<file path="src/rtl/mcb_sched_pkg.sv">
// Shared types and constants for the MCB port-0 frame scheduler.
//   state_t   : scheduler FSM states
//   grant_t   : which requester owns the port for the current burst
//   CMD_WRITE / CMD_READ : MCB p0_cmd_instr encodings
package mcb_sched_pkg;

  typedef enum logic [2:0] {
    IDLE     = 3'd0,
    WR_FILL  = 3'd1,
    WR_CMD   = 3'd2,
    RD_CMD   = 3'd3,
    RD_DRAIN = 3'd4
  } state_t;

  typedef enum logic {
    GRANT_WRITE = 1'b0,
    GRANT_READ  = 1'b1
  } grant_t;

  localparam logic [2:0] CMD_WRITE = 3'b000;
  localparam logic [2:0] CMD_READ  = 3'b001;

endpackage

</file>
<file path="src/rtl/mcb_frame_sched.sv">
// MCB port-0 scheduler for the frame-buffer path. Shares one MCB port between
// the capture path (input FIFO -> DDR2 writes) and the host readout path
// (DDR2 reads -> output FIFO) using fixed-length bursts, round-robin between
// the two sides, with reads never overtaking written data.
//
// Ports:
//   clk, reset          : MCB user clock, synchronous active-high reset
//   calib_done          : no new grants while low
//   frame_start         : pulse, rearms pointers (latched until IDLE)
//   ib_count/ib_data/ib_re            : input FIFO (FWFT) side
//   ob_count/ob_we/ob_data            : output FIFO side
//   p0_cmd_*            : MCB command channel
//   p0_wr_*             : MCB write-data channel
//   p0_rd_*             : MCB read-data channel
//   frame_written       : pulse after the last write burst of a frame is accepted
//   frame_read          : pulse after the last word of a frame reaches the output FIFO
//   busy                : FSM not in IDLE
//
// Build option: define PINGPONG_EN for two alternating frame buffers
// (BASE_ADDR and BASE_ADDR+BANK_STRIDE) with per-bank full flags.
module mcb_frame_sched
  import mcb_sched_pkg::*;
#(
  parameter int          BURST_LEN   = 32,
  parameter int          FRAME_WORDS = 1310720,
  parameter logic [29:0] BASE_ADDR   = 30'h0,
  parameter logic [29:0] BANK_STRIDE = 30'h0080_0000,
  parameter int          OB_DEPTH    = 1024
) (
  input  logic        clk,
  input  logic        reset,
  input  logic        calib_done,
  input  logic        frame_start,
  input  logic [23:0] ib_count,
  input  logic [31:0] ib_data,
  output logic        ib_re,
  input  logic [10:0] ob_count,
  output logic        ob_we,
  output logic [31:0] ob_data,
  output logic        p0_cmd_en,
  output logic [2:0]  p0_cmd_instr,
  output logic [5:0]  p0_cmd_bl,
  output logic [29:0] p0_cmd_byte_addr,
  input  logic        p0_cmd_full,
  output logic        p0_wr_en,
  output logic [31:0] p0_wr_data,
  output logic [3:0]  p0_wr_mask,
  input  logic        p0_wr_full,
  output logic        p0_rd_en,
  input  logic [31:0] p0_rd_data,
  input  logic        p0_rd_empty,
  output logic        frame_written,
  output logic        frame_read,
  output logic        busy
);

  // Pointers count 32-bit words; 25 bits covers any frame a 24-bit FIFO
  // count can describe.
  localparam int PTR_W = 25;
  localparam int CNT_W = 7;
  localparam logic [PTR_W-1:0] FRAME_PTR = PTR_W'(FRAME_WORDS);
  localparam logic [PTR_W-1:0] BURST_PTR = PTR_W'(BURST_LEN);
  localparam logic [CNT_W-1:0] LAST_BEAT = CNT_W'(BURST_LEN - 1);

  function automatic logic [29:0] burst_addr(input logic bank,
                                             input logic [PTR_W-1:0] ptr);
    return BASE_ADDR + (bank ? BANK_STRIDE : 30'h0) + 30'({ptr, 2'b00});
  endfunction

  state_t           state;
  grant_t           last_grant;
  logic [PTR_W-1:0] wr_ptr;
  logic [PTR_W-1:0] rd_ptr;
  logic [CNT_W-1:0] xfer_cnt;
  logic             fs_pend;
  logic             cmd_en_q;
  logic [2:0]       cmd_instr_q;
  logic [29:0]      cmd_addr_q;
  logic             frame_written_q;
  logic             frame_read_q;

  logic [PTR_W-1:0] trail;
  logic             ob_room;
  logic             rd_data_ok;
  logic             wr_elig;
  logic             rd_elig;
  logic             wr_last;
  logic             rd_last;
  logic [29:0]      wr_addr;
  logic [29:0]      rd_addr;

  assign trail   = wr_ptr - rd_ptr;
  // Unsigned form of (OB_DEPTH - ob_count) >= BURST_LEN that cannot wrap.
  assign ob_room = ({21'd0, ob_count} + 32'(BURST_LEN)) <= 32'(OB_DEPTH);
  assign wr_last = (wr_ptr + BURST_PTR) == FRAME_PTR;
  assign rd_last = (rd_ptr + BURST_PTR) == FRAME_PTR;

`ifdef PINGPONG_EN
  logic       wr_bank;
  logic       rd_bank;
  logic [1:0] bank_full;
  logic       bank_adv;

  // A full bank is readable regardless of where the writer is; otherwise the
  // reader may only trail the writer inside the same bank.
  assign rd_data_ok = bank_full[rd_bank] |
                      ((rd_bank == wr_bank) & (trail >= BURST_PTR));
  // Writer parked at the end of a full bank moves on once the other bank
  // has been drained by the reader.
  assign bank_adv   = (wr_ptr == FRAME_PTR) & bank_full[wr_bank] & ~bank_full[~wr_bank];
  assign wr_addr    = burst_addr(wr_bank, wr_ptr);
  assign rd_addr    = burst_addr(rd_bank, rd_ptr);
`else
  assign rd_data_ok = trail >= BURST_PTR;
  assign wr_addr    = burst_addr(1'b0, wr_ptr);
  assign rd_addr    = burst_addr(1'b0, rd_ptr);
`endif

  assign wr_elig = calib_done & (wr_ptr < FRAME_PTR) & (ib_count >= 24'(BURST_LEN));
  assign rd_elig = calib_done & (rd_ptr < FRAME_PTR) & rd_data_ok & ob_room;

  always_ff @(posedge clk) begin
    if (reset) begin
      state           <= IDLE;
      last_grant      <= GRANT_READ;
      wr_ptr          <= '0;
      rd_ptr          <= '0;
      xfer_cnt        <= '0;
      fs_pend         <= 1'b0;
      cmd_en_q        <= 1'b0;
      cmd_instr_q     <= CMD_WRITE;
      cmd_addr_q      <= '0;
      frame_written_q <= 1'b0;
      frame_read_q    <= 1'b0;
`ifdef PINGPONG_EN
      wr_bank         <= 1'b0;
      rd_bank         <= 1'b0;
      bank_full       <= 2'b00;
`endif
    end else begin
      frame_written_q <= 1'b0;
      frame_read_q    <= 1'b0;
      if (frame_start) fs_pend <= 1'b1;

      case (state)
        IDLE: begin
          if (fs_pend) begin
            // Rearm costs one IDLE cycle; a pulse arriving now is absorbed.
            fs_pend <= 1'b0;
            wr_ptr  <= '0;
            rd_ptr  <= '0;
`ifdef PINGPONG_EN
            wr_bank   <= 1'b0;
            rd_bank   <= 1'b0;
            bank_full <= 2'b00;
          end else if (bank_adv) begin
            wr_bank <= ~wr_bank;
            wr_ptr  <= '0;
`endif
          end else if (wr_elig && (!rd_elig || last_grant == GRANT_READ)) begin
            state      <= WR_FILL;
            last_grant <= GRANT_WRITE;
            xfer_cnt   <= '0;
          end else if (rd_elig) begin
            state       <= RD_CMD;
            last_grant  <= GRANT_READ;
            cmd_en_q    <= 1'b1;
            cmd_instr_q <= CMD_READ;
            cmd_addr_q  <= rd_addr;
          end
        end

        WR_FILL: begin
          if (!p0_wr_full) begin
            if (xfer_cnt == LAST_BEAT) begin
              xfer_cnt    <= '0;
              state       <= WR_CMD;
              cmd_en_q    <= 1'b1;
              cmd_instr_q <= CMD_WRITE;
              cmd_addr_q  <= wr_addr;
            end else begin
              xfer_cnt <= xfer_cnt + 1'b1;
            end
          end
        end

        WR_CMD: begin
          if (!p0_cmd_full) begin
            cmd_en_q <= 1'b0;
            state    <= IDLE;
            wr_ptr   <= wr_ptr + BURST_PTR;
            if (wr_last) begin
              frame_written_q <= 1'b1;
`ifdef PINGPONG_EN
              bank_full[wr_bank] <= 1'b1;
              if (!bank_full[~wr_bank]) begin
                wr_bank <= ~wr_bank;
                wr_ptr  <= '0;
              end
`endif
            end
          end
        end

        RD_CMD: begin
          if (!p0_cmd_full) begin
            cmd_en_q <= 1'b0;
            state    <= RD_DRAIN;
            xfer_cnt <= '0;
          end
        end

        RD_DRAIN: begin
          // Output FIFO space was reserved at grant time.
          if (!p0_rd_empty) begin
            if (xfer_cnt == LAST_BEAT) begin
              xfer_cnt <= '0;
              state    <= IDLE;
              rd_ptr   <= rd_ptr + BURST_PTR;
              if (rd_last) begin
                frame_read_q <= 1'b1;
`ifdef PINGPONG_EN
                bank_full[rd_bank] <= 1'b0;
                rd_bank            <= ~rd_bank;
                rd_ptr             <= '0;
`endif
              end
            end else begin
              xfer_cnt <= xfer_cnt + 1'b1;
            end
          end
        end

        default: state <= IDLE;
      endcase
    end
  end

  assign ib_re            = (state == WR_FILL) & ~p0_wr_full;
  assign p0_wr_en         = ib_re;
  assign p0_wr_data       = ib_data;
  assign p0_wr_mask       = 4'b0000;
  assign p0_rd_en         = (state == RD_DRAIN) & ~p0_rd_empty;
  assign ob_we            = p0_rd_en;
  assign ob_data          = p0_rd_data;
  assign p0_cmd_en        = cmd_en_q;
  assign p0_cmd_instr     = cmd_instr_q;
  assign p0_cmd_bl        = 6'(BURST_LEN - 1);
  assign p0_cmd_byte_addr = cmd_addr_q;
  assign frame_written    = frame_written_q;
  assign frame_read       = frame_read_q;
  assign busy             = (state != IDLE);

endmodule

</file>
<file path="config.mk">
export PLATFORM = sky130hd
export DESIGN_NAME = mcb_frame_sched
export DESIGN_NICKNAME = d
export VERILOG_FILES = /design/src/rtl/mcb_sched_pkg.sv /design/src/rtl/mcb_frame_sched.sv
export SDC_FILE = /design/constraint.sdc
export NUM_CORES = 1
export LEC_CHECK = 0
export BUFFER_PORTS_ARGS = -buffer_cell sky130_fd_sc_hd__buf_2
export CAP_MARGIN = 10
export CELL_PAD_IN_SITES_DETAIL_PLACEMENT = 0
export CELL_PAD_IN_SITES_GLOBAL_PLACEMENT = 2
export CORE_UTILIZATION = 27
export DETAILED_ROUTE_END_ITERATION = 10
export HOLD_SLACK_MARGIN = 0.15
export PLACE_DENSITY = 0.81
export SETUP_SLACK_MARGIN = 0.4
export SYNTH_ARGS = -nofsm -noshare
export SYNTH_HDL_FRONTEND = slang
export SYNTH_SLANG_ARGS = --single-unit
</file>
<file path="constraint.sdc">
create_clock -name clk -period 5.2 [get_ports clk]
set_clock_uncertainty 0.1 [all_clocks]
set_input_delay 1.04 -clock clk [delete_from_list [all_inputs] [get_ports clk]]
set_output_delay 1.04 -clock clk [all_outputs]
set_load 0.01 [all_outputs]
</file>
# Word-level counts from Yosys, hierarchy flattened
# Cells that the tools add are included.
[totals] register_bits=98 latchBits=0 mem_bits_rw=0 romBits=0 in_bits=106 elab_cells=122 mem_count=0
[classes] n_addsub=5 n_mul=0 n_div=0 n_lt_le_gt_ge=5 eq_ne=20 n_shift=0 muxes=47 bitwise_logic=13 reduce_logical=21
[ops] op="30-bit 2-to-1 mux" n=5
[ops] op="25-bit 2-to-1 mux" n=4
[ops] op="25-bit one-hot mux with 2 select lines" n=2
[ops] op="30-bit one-hot mux with 2 select lines" n=1
[ops] op="25-bit by 6-bit adder with 25-bit output (second input constant)" n=2
[ops] op="25-bit by 21-bit == test with 1-bit output (second input constant)" n=2
[ops] op="25-bit by 21-bit less-than comparator with 1-bit output (second input constant)" n=2
[ops] op="7-bit 2-to-1 mux" n=6
[ops] op="3-bit 2-to-1 mux" n=13
[ops] op="7-bit one-hot mux with 4 select lines" n=1
[ops] op="25-bit by 6-bit greater-or-equal comparator with 1-bit output (second input constant)" n=1
[ops] op="25-bit subtractor" n=1
[ops] op="24-bit by 6-bit greater-or-equal comparator with 1-bit output (second input constant)" n=1
[ops] op="2-bit inequality test (second input constant)" n=12
[ops] op="3-bit one-hot mux with 5 select lines" n=1
[ops] op="11-bit by 6-bit adder with 12-bit output (second input constant)" n=1
[ops] op="12-bit by 11-bit less-or-equal comparator with 1-bit output (second input constant)" n=1
[ops] op="1-bit 2-to-1 mux" n=12
[ops] op="6-bit AND reduction" n=2
[ops] op="8-bit AND reduction" n=1
[ops] op="2-bit nonzero test" n=4
[ops] op="7-bit by 1-bit adder with 7-bit output (second input constant)" n=1
[ops] op="1-bit AND" n=7
[ops] op="7-bit by 5-bit == test with 1-bit output (second input constant)" n=1
[ops] op="other kinds (19)" n=27

# Depth between registers and ports, before layout
[depth] word_depth=10 depth_mapped=14 depth_no_buf=13

# Least setup slack after synthesis
# Ideal clock, no wire load.
[synth_timing] kind="reg-to-reg" start="register rd_ptr[10]" end="register cmd_addr_q[7], in the netlist p0_cmd_byte_addr[7]" setup_time_ps=123 arrival_ps=3355 required_ps=4977 slack_ps=1621 stages_incl_launch_ff=15 path_buffers=3 period_less_slack_ps=3579 path_cell_list="dfxtp_1 clkbuf_1 inv_1 ha_1 clkbuf_1 a21o_1 a211oi_2 a2111oi_1 or4b_2 o211ai_1 nand2_1 nor4_4 nor2_1 buf_2 mux2_1"
[synth_between] elab_chain_len=9
[synth_rtl] element="from (decl)" line_no="mcb_frame_sched.sv:73" text="logic [PTR_W-1:0] rd_ptr;"
[synth_rtl] element="from (signal assigned)" line_no="mcb_frame_sched.sv:219" text="rd_ptr <= rd_ptr + BURST_PTR;"
[synth_rtl] element="25-bit subtractor / 25-bit by 21-bit less-than comparator with 1-bit output (equally long branches)" line_no="mcb_frame_sched.sv:92, mcb_frame_sched.sv:120"
[synth_rtl] element="25-bit by 6-bit greater-or-equal comparator with 1-bit output / 1-bit AND (equally long branches)" line_no="mcb_frame_sched.sv:114, mcb_frame_sched.sv:120"
[synth_rtl] element="1-bit AND * (2 in a row)" line_no="mcb_frame_sched.sv:120" text="assign rd_elig = calib_done & (rd_ptr < FRAME_PTR) & rd_data_ok & ob_room;"
[synth_rtl] element="1-bit logical NOT" line_no="mcb_frame_sched.sv:160" text="end else if (wr_elig && (!rd_elig || last_grant == GRANT_READ)) begin"
[synth_rtl] element="1-bit logical OR" line_no="mcb_frame_sched.sv:160"
[synth_rtl] element="1-bit logical AND" line_no="mcb_frame_sched.sv:160"
[synth_rtl] element="2-bit inequality test (no source line)"
[synth_rtl] element="6-bit AND reduction (no source line) *"
[synth_rtl] element="to (signal assigned)" line_no="mcb_frame_sched.sv:169" text="cmd_addr_q <= rd_addr;"
[synth_rtl] element="to (signal assigned)" line_no="mcb_frame_sched.sv:180" text="cmd_addr_q <= wr_addr;"
[synth_rtl] element="to (decl)" line_no="mcb_frame_sched.sv:78" text="logic [29:0] cmd_addr_q;"
# Every way passes the cells marked *; elsewhere a longest branch is shown, timed or not.
# A chain may end at the register's enable or synchronous reset.

# Worst setup path in the final report
[layout_timing] start="register rd_ptr[9]" end="register xfer_cnt[4]"
[layout_between] elab_chain_len=9
[layout_rtl] element="25-bit subtractor / 25-bit by 21-bit less-than comparator with 1-bit output (equally long branches)" line_no="mcb_frame_sched.sv:92, mcb_frame_sched.sv:120"
[layout_rtl] element="25-bit by 6-bit greater-or-equal comparator with 1-bit output / 1-bit AND (equally long branches)" line_no="mcb_frame_sched.sv:114, mcb_frame_sched.sv:120"
[layout_rtl] element="1-bit AND * (2 in a row)" line_no="mcb_frame_sched.sv:120"
[layout_rtl] element="1-bit logical NOT *" line_no="mcb_frame_sched.sv:160"
[layout_rtl] element="1-bit logical OR *" line_no="mcb_frame_sched.sv:160"
[layout_rtl] element="1-bit logical AND *" line_no="mcb_frame_sched.sv:160"
[layout_rtl] element="2-bit inequality test (no source line) *"
[layout_rtl] element="6-bit AND reduction (no source line) *"
[layout_rtl] element="to (signal assigned)" line_no="mcb_frame_sched.sv:182" text="xfer_cnt <= xfer_cnt + 1'b1;"
[layout_rtl] element="to (signal assigned)" line_no="mcb_frame_sched.sv:229" text="xfer_cnt <= xfer_cnt + 1'b1;"
[layout_rtl] element="to (decl)" line_no="mcb_frame_sched.sv:74" text="logic [CNT_W-1:0] xfer_cnt;"
# Marked as above.

==> summary.txt <==
STA
  – RSZ-0062 raised after global routing: false
  – Max Fclk: ~230 MHz
  – Final min period: approximately 4.3 ns
  – Period utilization: about 83%
  – TNS Setup: 0 ns
  – Setup-failing EPs final: 0
  – Final Hold Fails: 0
  – Max Slew Vio Count: 0
  – Relative slew slack: roughly 26%
  – Minimum hold slack: 0.353 ns
  – Worst-Margin Slew: around 1.1 ns

Final layout
  – Area of the multi-input gates: around 4200 um^2
  – Share of cells above drive strength 1: a little under an eighth
  – Area growth, synth to finish: 4.10%
  – Register area: approximately 1500 um^2
  – Most common cell after layout, fill and taps aside: nor2_1
  – Commonest non-fill, non-tap cells in the layout: nor2_1 (111), nand2_1 (88), a21oi_1 (86)
  – Antenna cells: 0
  – Nets: 1040
  – Fillers: about 2700

Floorplan
  – Die area: 25100 um^2
  – I/O pin count: between 200 and 250
  – Initial core utilization: between 20% and 30%
  – Die H: roughly 160 um
  – Core area: 23700 um^2
  – Core Rows: 56
  – Die W: between 150 and 200 um

Worst setup path
  – CP Class: flip-flop to flip-flop
  – Crit-path cells: inv_1 > ha_1 > a21oi_1 > o21ai_0 > a21oi_1 > o21ai_0 > a2111oi_0 > nand4_1 > o211a_1 > or2_0 > o41ai_1
  – Worst Reg-to-Reg Cells: 11
  – CP Max Fanout: 7
  – Critical path required time: between 5 and 6 ns
  – Reg2reg end: xfer_cnt[4]
  – Slowest library cell on the worst path: a2111oi_0
  – R2r setup slk: 0.86 ns
  – Bufs and invs on worst path: 1
  – Startpoint types: flip-flop
  – Critical Path Sink Type: flip-flop
  – CP top delay family: compound AO/OA/AOI/OAI gates
  – Max incr delay on CP: 0.63 ns
  – Worst path arrival time: between 4 and 5 ns
  – Worst R2R Start: rd_ptr[9]

CTS
  – Cts repair resizes: 0
  – Clk sinks: between 70 and 80
  – Clk Latency, worst-skew pair: 0.34 ns
  – Clk slew on worst S/H paths: ~0.060 ns
  – CTS Hold Bufs: 0
  – Clock buffer count from CTS: 9
  – CTS tree: done
  – CTS root buffer: clkbuf_16
  – H-tree lvl count: 3
  – CTS max path bufs: 2
  – Setup bufs post-CTS: 0

Global route
  – Overall routing resource usage: 15.8%
  – Vias in the first global route: about 5600
  – First-pass GRT wire length: 30.8 mm
  – Initial antenna violation count: 0
  – Largest net degree at the start of global routing: 75
  – Total grt overflow: 0

Hold path
  – Hold path depth: 2
  – Hold EP: p0_cmd_byte_addr[10]
  – Hold Startpoint: p0_cmd_byte_addr[10]
  – Min-Delay Path Class: flip-flop to flip-flop

Drt
  – Initial drt markers: 502
  – Routed wire length per instance: between 15 and 20 um
  – Drc violations: 0
  – Post-route ant nets: 0
  – DRT Pass-1 Iters: 5
  – Vias: approximately 6400
  – Routed WL: approximately 20 mm
  – Routed vias/inst: between 5 and 6

Placed design
  – Routability cong.: between 0.8 and 0.9
  – Dpl hpwl: about 15 mm
  – IO buf count: 65

Logic synthesis
  – Yosys top cell area share: ~23%
  – FFs w/ async S/R, synth: 0%
  – EDFF count, synth: 0
  – Top cells by area, synth: dfxtp_1 (23%), buf_4 (10%), a21oi_1 (6.5%)
  – Flops & latches, synth: 76
  – Post-synth top area cell: dfxtp_1
  – Distinct cells, synth: about 70
  – Post-Syn Area: between 6000 and 7000 um^2
  – Most common flop cell mapped by yosys: dfxtp_1
  – Avg Cell Area, Syn: ~7 um^2
  – Synth warn: 0
  – Sequential fraction of the synthesis area: 23.1%
  – Post-Synthesis Cells: 944

Run
  – Max cap viols: 0

Run status
  – Status: finished clean

Power
  – Power Dens Cells: 218 nW/um^2
  – Leak: roughly 2.7 nW
  – Peak supply drop: about 0.00011 V
worst register-to-register path, cell delays in order, from the launching register on:
cell and delay (ns):
dfxtp_1 0.40, inv_1 0.17, ha_1 0.40, a21oi_1 0.36, o21ai_0 0.14, a21oi_1 0.46
o21ai_0 0.17, a2111oi_0 0.63, nand4_1 0.28, o211a_1 0.38, or2_0 0.36, o41ai_1 0.37
how the worst max path moves through the flow:
stage / start / end / cells after the start
4_1_cts: rd_ptr[11] / p0_cmd_byte_addr[22] / 11
3_3_place_gp: ob_count[5] / p0_cmd_byte_addr[22] / 9
6_report: rd_ptr[9] / xfer_cnt[4] / 11
5_1_grt: rd_ptr[11] / xfer_cnt[4] / 11
3_5_place_dp: ob_count[5] / p0_cmd_byte_addr[22] / 9
2_1_floorplan: rd_ptr[10] / p0_cmd_byte_addr[7] / 14
layer usage:
layer	vias up	wire length [um]	GRT usage (%)
met5	-	0	0
met4	0	261	3.62
met3	20	854	2.40
met2	145	9180	25.4
met1	3030	9760	22.0
li1	3243	-	-
registers in the layout, summed over array words and instances, names as in the netlist:
| name | cells |
|---|---|
| frame_read | 1 |
| frame_written | 1 |
| fs_pend | 1 |
| last_grant | 1 |
| p0_cmd_byte_addr | 20 |
| p0_cmd_en | 1 |
| p0_cmd_instr | 1 |
| rd_ptr | 20 |
| state | 3 |
| wr_ptr | 20 |
| xfer_cnt | 7 |
cells by family (layout without fill, tap and decap cells):
| logic type | count (synthesis) | after routing | synth area share, % |
|---|---|---|---|
| buffers and inverters | 173 | 120 | 14.9 |
| xor gates and xnor gates | 14 | 14 | 1.97 |
| and+or+nand+nor | 373 | 373 | 28.0 |
| other | 2 | 24 | 0.114 |
| adders and majority gates | 26 | 26 | 5.05 |
| muxes | 10 | 10 | 1.57 |
| DFF | 76 | 76 | 23.1 |
| AOI/OAI and AO/OA | 270 | 270 | 25.3 |
where the power goes:
| group | leakage [nW] | internal, W | switching, W |
|---|---|---|---|
| Clock | 0.124 | 0.000323 | 0.000267 |
| Sequential | 0.613 | 0.000592 | 0.0000155 |
| Combinational | 2.00 | 0.0000886 | 0.000210 |
| Total | 2.74 | 0.00100 | 0.000492 |
layout make-up:
class                      instances  area share (%)
inverter                          32            1.75
clock buffer                      10            3.34
sequential                        76            22.2
timing repair buffer              72            5.50
tap                              319            5.81
multi-input combinational        717            60.8
clock inverter                     6           0.602
cell usage after synthesis, types with 8 or more instances:
cell / instances
nor2_1: 111
buf_4: 88
nand2_1: 88
a21oi_1: 86
o21ai_0: 81
dfxtp_1: 76
clkbuf_1: 49
nand3_1: 33
inv_1: 31
nor3_1: 29
ha_1: 25
or4_1: 23
nor4_1: 17
a22oi_1: 15
and3_1: 15
nand4_1: 10
a31oi_1: 8
nor2b_1: 8
or3_1: 8
through the flow:
| stage | std cells | utilization (%) | cell area, um^2 | setup WS, ns | total power (W) |
|---|---|---|---|---|---|
| final | 1232 | 29.0 | 6860 | 0.864 | 0.00150 |
| after global routing | 1232 | 29.0 | 6860 | 0.417 | 0.00156 |
| after CTS | 1232 | 29.0 | 6860 | 0.876 | 0.00151 |
| after detailed placement | 1216 | 27.8 | 6590 | 0.852 | 0.000917 |
| after global placement | 1216 | 27.8 | 6590 | 0.844 | 0.000917 |
| after floorplan | 966 | - | 6680 | 1.62 | 0.000887 |
Power figures use the tool's default switching activity.
